==> config.mk <==
export PLATFORM = sky130hd
export DESIGN_NAME = bcd_seg_scan
export DESIGN_NICKNAME = d
export VERILOG_FILES = /design/src/rtl/disp_pkg.sv /design/src/rtl/bcd7seg.sv /design/src/rtl/bcd_seg_scan.sv
export SDC_FILE = /design/constraint.sdc
export NUM_CORES = 1
export LEC_CHECK = 0
export CAP_MARGIN = 20
export CORE_UTILIZATION = 55
export CTS_CLUSTER_DIAMETER = 40
export DETAILED_ROUTE_END_ITERATION = 7
export PLACE_DENSITY = 0.89
export SLEW_MARGIN = 10
export SYNTH_ARGS = -nofsm -noshare
export SYNTH_HDL_FRONTEND = slang
export SYNTH_SLANG_ARGS = --single-unit
==> constraint.sdc <==
create_clock -name clk -period 2.65 [get_ports clk]
set_input_delay 0.3975 -clock clk [delete_from_list [all_inputs] [get_ports clk]]
set_output_delay 0.3975 -clock clk [all_outputs]
set_load 0.01 [all_outputs]
==> src/rtl/disp_pkg.sv <==
// Shared seven-segment display constants: active-low patterns {g,f,e,d,c,b,a},
// idle anode/segment values and the digit-index type used by the scan driver.
package disp_pkg;

  typedef logic [1:0] digit_idx_t;

  localparam logic [6:0] SEG_0    = 7'h40;
  localparam logic [6:0] SEG_1    = 7'h79;
  localparam logic [6:0] SEG_2    = 7'h24;
  localparam logic [6:0] SEG_3    = 7'h30;
  localparam logic [6:0] SEG_4    = 7'h19;
  localparam logic [6:0] SEG_5    = 7'h12;
  localparam logic [6:0] SEG_6    = 7'h02;
  localparam logic [6:0] SEG_7    = 7'h78;
  localparam logic [6:0] SEG_8    = 7'h00;
  localparam logic [6:0] SEG_9    = 7'h10;
  localparam logic [6:0] SEG_DASH = 7'h3F;
  localparam logic [6:0] SEG_OFF  = 7'h7F;

  localparam logic [3:0] AN_OFF   = 4'hF;

  // Active-low one-cold anode pattern for a digit position.
  function automatic logic [3:0] an_select(digit_idx_t idx);
    an_select = ~(4'b0001 << idx);
  endfunction

endpackage

==> src/rtl/bcd7seg.sv <==
// Combinational BCD nibble to active-low seven-segment decoder.
// Nibbles outside 0-9 render as a dash.
module bcd7seg
  import disp_pkg::*;
(
  input  logic [3:0] bcd,
  output logic [6:0] seg
);

  always_comb begin
    seg = SEG_DASH;
    case (bcd)
      4'd0:    seg = SEG_0;
      4'd1:    seg = SEG_1;
      4'd2:    seg = SEG_2;
      4'd3:    seg = SEG_3;
      4'd4:    seg = SEG_4;
      4'd5:    seg = SEG_5;
      4'd6:    seg = SEG_6;
      4'd7:    seg = SEG_7;
      4'd8:    seg = SEG_8;
      4'd9:    seg = SEG_9;
      default: seg = SEG_DASH;
    endcase
  end

endmodule

==> src/rtl/bcd_seg_scan.sv <==
// Four-digit multiplexed seven-segment driver with double-buffered BCD input
// and anti-ghosting blank interval. Optional macro: LEADING_ZERO_BLANK_EN.
module bcd_seg_scan
  import disp_pkg::*;
#(
  parameter int SCAN_DIV = 50000,
  parameter int BLANK    = 16
) (
  input  logic        clk,
  input  logic        rst,
  input  logic [15:0] D,
  input  logic        load,
  input  logic [3:0]  dp,
  output logic [3:0]  AN,
  output logic [6:0]  SEG,
  output logic        DP,
  output logic        frame
);

  localparam int            PW        = $clog2(SCAN_DIV);
  localparam logic [PW-1:0] PCNT_LAST = PW'(SCAN_DIV - 1);
  localparam logic [PW-1:0] BLANK_END = PW'(BLANK);

  logic [PW-1:0] pcnt;
  digit_idx_t    idx;
  logic [15:0]   pending_d;
  logic [3:0]    pending_dp;
  logic [15:0]   active_d;
  logic [3:0]    active_dp;

  logic          slot_wrap;
  logic          frame_edge;
  logic [3:0]    nib;
  logic [6:0]    seg_dec;
  logic          suppress;
  logic          blank;

  assign slot_wrap  = (pcnt == PCNT_LAST);
  assign frame_edge = slot_wrap && (idx == 2'd3);

  always_ff @(posedge clk or posedge rst) begin
    if (rst) begin
      pcnt <= '0;
      idx  <= '0;
    end else if (slot_wrap) begin
      pcnt <= '0;
      idx  <= idx + 2'd1;
    end else begin
      pcnt <= pcnt + 1'b1;
    end
  end

  // A load landing on the boundary edge bypasses pending so it is not lost
  // for a whole frame.
  always_ff @(posedge clk or posedge rst) begin
    if (rst) begin
      pending_d  <= '0;
      pending_dp <= '0;
      active_d   <= '0;
      active_dp  <= '0;
      frame      <= 1'b0;
    end else begin
      if (load) begin
        pending_d  <= D;
        pending_dp <= dp;
      end
      if (frame_edge) begin
        active_d  <= load ? D  : pending_d;
        active_dp <= load ? dp : pending_dp;
      end
      frame <= frame_edge;
    end
  end

  assign nib = active_d[{idx, 2'b00} +: 4];

  bcd7seg u_dec (
    .bcd (nib),
    .seg (seg_dec)
  );

`ifdef LEADING_ZERO_BLANK_EN
  logic [3:0] nz;

  always_comb begin
    for (int k = 0; k < 4; k++) begin
      nz[k] = |active_d[4*k +: 4];
    end
  end

  // A digit is leading-zero only if it and every more significant digit are zero.
  always_comb begin
    suppress = 1'b0;
    case (idx)
      2'd1:    suppress = ~|nz[3:1];
      2'd2:    suppress = ~|nz[3:2];
      2'd3:    suppress = ~nz[3];
      default: suppress = 1'b0;
    endcase
    if (active_dp[idx]) begin
      suppress = 1'b0;
    end
  end
`else
  assign suppress = 1'b0;
`endif

  assign blank = (pcnt < BLANK_END) || suppress;

  always_ff @(posedge clk or posedge rst) begin
    if (rst) begin
      AN  <= AN_OFF;
      SEG <= SEG_OFF;
      DP  <= 1'b1;
    end else if (blank) begin
      AN  <= AN_OFF;
      SEG <= SEG_OFF;
      DP  <= 1'b1;
    end else begin
      AN  <= an_select(idx);
      SEG <= seg_dec;
      DP  <= ~active_dp[idx];
    end
  end

endmodule
# Word-level counts from Yosys, hierarchy flattened
# Memories as Yosys holds them, arrays and structs flattened.
# Cells that the tools add are included.
# totals
register_bits,71
mem_bits_ro,112
elab_cells,30
mem_count,1
# op_classes
addsub,2
n_lt_le_gt_ge,2
n_eq_ne,2
shifts,2
muxes,8
n_bitwise,2
reduce_logical,1
# memory_table
name,depth,width,read_ports,rd_clocked_by_memory_dff,write_ports,line_no,text
(name not given),16,7,1,0,0,bcd7seg.sv:12,case (bcd)
# ops
op,n
16-bit two-way mux,2
16-bit by 1-bit adder with 16-bit output (second input constant),1
16-bit == test (second input constant),1
16-bit by 5-bit less-than comparator with 1-bit output (second input constant),1
16-bit by 5-bit indexed part select with 4-bit output,1
4-bit two-way mux,2
7-bit two-way mux,1
4-bit NOT,1
1-bit by 2-bit left shift with 4-bit output (first input constant),1
2-bit by 3-bit less-than comparator with 1-bit output (second input constant),1
2-bit by 1-bit adder with 2-bit output (second input constant),1
1-bit binary-select mux with 2-bit select,1
2-bit == test (second input constant),1
1-bit two-way mux,2
1-bit logical AND,1
1-bit NOT,1

# Depth between registers and ports, before layout
# Gate-level depths: netlist (run 1).
# depth
ltp_word,4
mapped_depth,7
depth_no_buf,6

# Hierarchy
# From an unflattened synthesis (run 1), not the netlist that was laid out.
# unflattened
cells_unflattened,234
area_unflattened_um2,3226.8
# modules_own_cells
mod,instances,cells_per_inst,area_each_um2,seq_area_each_um2
bcd_seg_scan,1,203,2986.6,1791.7
bcd7seg,1,31,240.2,0.0

# Worst setup path before layout (run 1)
# Ideal clock, no wire load.
# synth_timing
kind,reg2reg
startpoint,register pcnt[11]
endpoint,register active_d[0]
arrival_time_ps,1775
slack_ps,749
stages_incl_launch_ff,6
n_path_buf,1
synth_period_minus_slack_ps,1901
path_cell_list,dfrtp_1 nor4_2 nand2_1 or4b_4 buf_6 mux2_4
# synth_between
elab_chain_cells,2
# synth_rtl
element,line_no,text
"start, declared",bcd_seg_scan.sv:24,logic [PW-1:0] pcnt;
"start signal, assigned",bcd_seg_scan.sv:49,pcnt <= pcnt + 1'b1;
16-bit == test,bcd_seg_scan.sv:38,assign slot_wrap = (pcnt == PCNT_LAST);
1-bit logical AND,bcd_seg_scan.sv:39,assign frame_edge = slot_wrap && (idx == 2'd3);
"end signal, assigned",bcd_seg_scan.sv:68,active_d <= load ? D : pending_d;
"end, declared",bcd_seg_scan.sv:28,logic [15:0] active_d;
# No other way between the ends.
# A chain may end at the register's enable or synchronous reset.

# Worst setup path in the final report (run 1)
# layout_timing
startpoint,register idx[1]
endpoint,register active_dp[2]
# layout_between
elab_chain_cells,2
# layout_rtl
element,line_no,text
"start, declared",bcd_seg_scan.sv:25,digit_idx_t idx;
"start signal, assigned",bcd_seg_scan.sv:47,idx <= idx + 2'd1;
2-bit == test,bcd_seg_scan.sv:39,
1-bit logical AND,bcd_seg_scan.sv:39,
"end signal, assigned",bcd_seg_scan.sv:69,active_dp <= load ? dp : pending_dp;
"end, declared",bcd_seg_scan.sv:29,logic [3:0] active_dp;
# No other way between the ends.

==> results.py, run 1 <==
metrics = {
    "run": {
        "drv_cap": 0,
    },
    "yosys": {
        "synth_edf_count": 0,
        "synth-xor-area-share_pct": 3.60,
        "synth_most_common_cell": "dfrtp_1",
        "netlist.area_leader.share_pct": 46.6,
        "synth_common_cells": "dfrtp_1 (59), mux2_2 (21), mux2_4 (20)",
        "synth_cell_types": 32,
        "syn_nets": 266,
        "synth_top_family_by_area": "multiplexers",
        "ys_ff_latch": 71,
        "synth_warnings": 0,
        "synth_compound_area_share_pct": 3.00,
        "yosys.area.top_type": "dfrtp_1",
        "seq_area_frac_synth_pct": 56.6,
        "async_flop_share_pct": 100,
        "synth-adder-area-share_pct": 4.35,
        "synth_ff_type": "dfrtp_1",
        "yosys.area_share.simple_pct": 9.25,
        "yosys-top-cells-area": "dfrtp_1 (47%), dfstp_2 (10%), mux2_4 (9.5%)",
        "muxShareOfSynthArea_pct": 20.5,
        "synth_area_per_cell_sq_um": 13.6,
        "synthCells": 232,
        "syn_area_sq_um": 3170,
    },
    "power_and_ir_drop": {
        "netSwitchingFraction_pct": 21.8,
        "p_leak_nw": 1.71,
        "pwr-share-comb_pct": 8.9,
        "powerDensity_nw_per_um2": 581,
        "ir_drop_uv": 401,
        "switching_power_mw": 0.479,
        "seqPwrFrac_pct": 53.2,
        "total_power_mw": 2.20,
        "p_clk_share_pct": 38.0,
        "p_int_mw": 1.72,
    },
    "floorplan": {
        "initial_core_util_pct": 57.2,
        "rows": 27,
        "die_h_microns": 77.9,
        "ios": 36,
        "fp.dieW_microns": 77.9,
        "die-area_sq_um": 6070,
        "core_area_sq_um": 5540,
    },
    "finish": {
        "fin_area_sq_um": 3780,
        "area_delta_synth_final_pct": 19.4,
        "nets": 306,
        "drive_above_1_share_pct": 28.9,
        "regArea_sq_um": 1790,
        "finalNonFillerCells": 349,
        "multiInputGateArea_sq_um": 1290,
        "fillerInstances": 391,
        "diodes": 0,
    },
    "clocking": {
        "cts_sinks": 71,
        "cts_tree": "yes",
        "cts_made_buffers": 9,
        "hold_buffers": 0,
        "htree_levels": 3,
        "clockBufferDepth": 2,
        "cts-root-buf": "clkbuf_8",
        "cts_setup_buffers": 0,
        "cts_resized": 0,
        "clk_latency_ps": 340,
        "clk_pin_slew_ps": 70,
    },
    "sta": {
        "max_freq_ghz": 0.458,
        "finalSetupTns_ps": 0,
        "slew_headroom_pct": 65.4,
        "rsz0062_at_grt": "no",
        "min_period_over_period_pct": 82.3,
        "setup_viol": 0,
        "skew_ps": 7.69,
        "drv_slew": 0,
        "fin_crit_ps": 2180,
        "hold_viol": 0,
        "tightestPinTransition_ps": 518,
    },
    "worst_setup_path": {
        "reg2regPathDepth": 4,
        "reg2reg_to": "active_dp[2]",
        "worst_setup_path_end_kind": "register",
        "cp-start-kind": "register",
        "crit_required_ps": 2870,
        "crit_fanout": 20,
        "worstSetupPathType": "reg -> reg",
        "r2r_start": "idx[1]",
        "arrival_ps": 2400,
        "r2r_slack_ps": 470,
    },
    "worst_hold_path": {
        "worstHoldPathType": "in -> async",
    },
    "global_routing": {
        "grt_pass1_vias": 1905,
        "grt_max_degree": 50,
        "grt.total_usage_pct": 20.5,
        "grt.overflow.total": 0,
        "antenna_found_initial": 0,
        "grt_pass1_wl_microns": 9250,
    },
    "route": {
        "wl_per_cell_microns": 15.0,
        "totalWireLength_microns": 5230,
        "drtPass1Iterations": 4,
        "vias_per_cell": 5.34,
        "drtIter0Drc": 151,
        "drc": 0,
        "drtAntennaViolNets": 0,
        "vias": 1864,
    },
    "place": {
        "place_area_sq_um": 3590,
        "placedCellCount": 333,
        "dp_hpwl_microns": 3590,
        "io_buffers": 35,
        "place_congestion": 0.862,
    },
    "outcome": {
        "status": "finished, final reports clean",
    },
}
==> sequential cells by signal, summed over array words and instances (netlist names) <==
register / count
AN: 4
SEG: 7
DP: 1
active_dp: 4
idx: 2
pending_d: 16
active_d: 16
frame: 1
pending_dp: 4
pcnt: 16
==> metrics by stage <==
| step | util (%) | setup WS [ps] | hold WS, ps |
|---|---|---|---|
| after floorplan | - | 476 | 448 |
| after global placement | 64.8 | 551 | 462 |
| after detailed placement | 64.8 | 483 | 474 |
| after CTS | 68.2 | 470 | 412 |
| after global routing | 68.2 | 363 | 450 |
| final | 68.2 | 468 | 407 |
==> area by class of cell <==
cell class	count	area share (%)
clock buffers	12	3.84
clock inverters	4	1.19
inverters	9	0.894
multi-input cells	143	34.1
flip-flops and latches	71	47.4
well taps	72	2.38
repair buffers	38	10.2
==> kinds of logic (layout without fill, tap and decap cells) <==
| kind of cell | Yosys count | after routing |
|---|---|---|
| compound gates | 18 | 18 |
| mux | 46 | 46 |
| simple gates | 55 | 55 |
| flops | 71 | 71 |
| xor+xnor | 13 | 13 |
| buf+inv | 18 | 63 |
| fa+ha+maj | 11 | 11 |
==> power by group through the flow <==
stage               clock (mW)  combinational, mW  sequential [mW]
floorplan                    0              0.110             1.19
global placement             0              0.192             1.18
detailed placement           0              0.198             1.19
CTS                      0.854              0.199             1.17
global route             0.903              0.216             1.17
finish                   0.835              0.195             1.17
==> placed cells by master, fill, tap and decap left out, drive strengths merged, types with 6 or more instances in the layout <==
| cell | n |
|---|---|
| clkbuf | 12 |
| dfrtp | 59 |
| dfstp | 12 |
| inv | 9 |
| clkdlybuf4s50 | 35 |
| xor2 | 8 |
| nor2 | 11 |
| a21oi | 8 |
| nand4 | 6 |
| nand2 | 12 |
| nand3 | 6 |
| ha | 11 |
| mux2 | 41 |
| o21ai | 8 |
==> metal layers <==
layer / part of all wire, % / vias up / GRT usage (%)
li1: - / 891 / -
met1: 45 / 915 / 27.3
met2: 48 / 51 / 31.9
met3: 4.9 / 7 / 5.65
met4: 1.6 / 0 / 8.49
met5: 0 / - / 0
==> worst max-delay path, cell delays in order, from the launching register on <==
cell	delay [ps]
dfrtp_1	620
ha_1	280
inv_1	50
or4b_4	740
mux2_4	370
==> how the worst max path moves through the flow <==
stage                      start           end  slack, ps
after CTS                 idx[1]  active_dp[2]        470
after floorplan              rst   active_d[0]        480
after global placement    idx[1]  active_dp[3]        550
after global routing      idx[1]        SEG[5]        360
final                     idx[1]  active_dp[2]        470
after detailed placement  idx[1]   active_d[2]        480
Power figures use the tool's default switching activity.
==> run 2: changes to the inputs <==
Clock period 2.65 ns to 2.25 ns, I/O delays scaled along.
==> run 2 against run 1 <==
Against the previous run: clock power up 18%; setup slack worse by 320 ps; fmax up 3.9%; final area up 0.76%; via count up 0.43%; clock-buffer cell count down 1; critical path depth unchanged; utilization up 0.52 points; power up 18%; clock skew down 0.62 ps; global-route usage down 0.74 points; largest power group unchanged.
==> results.py, run 2 (synthesis gave the netlist of run 1 again) <==
metrics = {
    "place": {
        "place_congestion": 0.892,
        "place_area_sq_um": 3610,
        "io_buffers": 35,
        "dp_slack_ps": 156,
        "dp_hpwl_microns": 3600,
    },
    "outcome": {
        "status": "finished, final reports clean",
    },
    "route": {
        "drc": 0,
        "vias": 1872,
        "vias_per_cell": 5.33,
        "wl_per_cell_microns": 14.5,
        "drtIter0Drc": 128,
        "drtAntennaViolNets": 0,
        "drtPass1Iterations": 5,
        "totalWireLength_microns": 5080,
    },
    "clocking": {
        "clk_latency_ps": 330,
        "cts-root-buf": "clkbuf_8",
        "cts_made_buffers": 9,
        "clockBufferDepth": 2,
        "clk_pin_slew_ps": 70,
        "hold_buffers": 0,
        "cts_sinks": 71,
        "cts_tree": "yes",
        "htree_levels": 3,
        "cts_resized": 0,
        "cts_setup_buffers": 0,
    },
    "floorplan": {
        "ios": 36,
        "die-area_sq_um": 6070,
        "fp.dieW_microns": 77.9,
        "core_area_sq_um": 5540,
        "initial_core_util_pct": 57.2,
        "die_h_microns": 77.9,
        "rows": 27,
    },
    "global_routing": {
        "busiest_layer": "met2",
        "grt.total_usage_pct": 19.8,
        "antenna_found_initial": 0,
        "met3_usage_pct": 4.00,
        "grtUsageMet1_pct": 25.8,
        "grt.overflow.total": 0,
        "grt_pass1_vias": 1950,
        "grt_use_met2_pct": 30.0,
        "grt_max_degree": 54,
        "grt_pass1_wl_microns": 8890,
    },
    "power_and_ir_drop": {
        "pwr-share-comb_pct": 8.8,
        "p_clk_share_pct": 38.1,
        "ir_drop_uv": 357,
        "p_leak_nw": 1.73,
        "switching_power_mw": 0.544,
        "netSwitchingFraction_pct": 21.0,
        "powerDensity_nw_per_um2": 680,
        "seqPwrFrac_pct": 53.1,
        "p_int_mw": 2.05,
    },
    "worst_setup_path": {
        "reg2regPathDepth": 4,
        "cp-start-kind": "register",
        "r2r_start": "pcnt[11]",
        "reg2reg_to": "active_d[4]",
        "worstSetupPathType": "reg -> reg",
        "crit_fanout": 20,
        "arrival_ps": 2320,
        "crit_required_ps": 2470,
        "r2r_slack_ps": 150,
        "crit_path_start": "pcnt[11]",
        "worst_setup_path_end_kind": "register",
    },
    "run": {
        "drv_cap": 0,
    },
    "sta": {
        "drv_slew": 0,
        "slew_headroom_pct": 72.4,
        "fin_crit_ps": 2100,
        "max_freq_ghz": 0.476,
        "rsz0062_at_grt": "no",
        "setup_viol": 0,
        "setup_ws_ps": 149,
        "min_period_over_period_pct": 93.4,
        "skew_ps": 7.07,
        "finalSetupTns_ps": 0,
        "tightestPinTransition_ps": 414,
        "hold_viol": 0,
        "fin_hold_ws_ps": 311,
    },
    "finish": {
        "fillerInstances": 373,
        "diodes": 0,
        "nets": 309,
        "area_delta_synth_final_pct": 20.3,
        "fin_area_sq_um": 3810,
        "final_cell_mix": "dfrtp_1 (59), clkdlybuf4s50_1 (35), mux2_2 (21), mux2_4 (20)",
        "drive_above_1_share_pct": 30.1,
        "fin_util_pct": 68.7,
        "layout_commonest_cell": "dfrtp_1",
        "reg.largest.list": "active_d (16), pcnt (16), pending_d (16)",
    },
    "worst_hold_path": {
        "worstHoldPathType": "in -> async",
    },
}
==> run 2: cell types whose count changed in the layout (fill, tap and decap cells not counted) <==
| cell | delta |
|---|---|
| buf_4 | +3 |
| clkbuf_8 | +1 |
| clkbuf_1 | -2 |
==> run 2: critical path: stages, from the launching register on <==
cell     delay (ps)
dfrtp_1         430
nor4_2          320
nand2_1         140
or4b_4          710
mux2_4          370
==> run 2: worst max path at each step <==
| stage | slack (ps) | to |
|---|---|---|
| floorplan | 140 | active_d[0] |
| global placement | 210 | active_dp[1] |
| detailed placement | 160 | active_d[15] |
| finish | 150 | active_d[4] |
| CTS | 140 | active_d[13] |
| global route | 60 | active_d[13] |
==> run 2: metal layers <==
layer	wire [microns]	part of all wire, %	vias up
met1	2290	45	907
li1	-	-	896
met3	187	3.7	17
met4	185	3.6	0
met2	2410	47	52
met5	0	0	-
==> run 2: layout make-up <==
class | count | area [sq um] | share of cell area (%)
timing repair buffer | 41 | 408 | 10.7
clock buffer | 11 | 151 | 3.98
tap | 72 | 90.1 | 2.37
multi-input combinational | 143 | 1290 | 33.8
sequential | 71 | 1790 | 47.0
inverter | 9 | 33.8 | 0.887
clock inverter | 4 | 45.0 | 1.18
==> run 2: through the flow <==
| step | power (mW) | instances |
|---|---|---|
| 6_report | 2.59 | 351 |
| 5_1_grt | 2.72 | 351 |
| 4_1_cts | 2.62 | 351 |
| 3_5_place_dp | 1.63 | 336 |
| 3_3_place_gp | 1.62 | 336 |
| 2_1_floorplan | 1.53 | 232 |
==> run 2: power by group through the flow <==
stage          logic (mW)  registers [mW]  clock network, mW
5_1_grt             0.253            1.38               1.08
6_report            0.229            1.38              0.987
2_1_floorplan       0.130            1.40                  0
4_1_cts             0.233            1.38               1.01
3_3_place_gp        0.226            1.39                  0
3_5_place_dp        0.231            1.40                  0
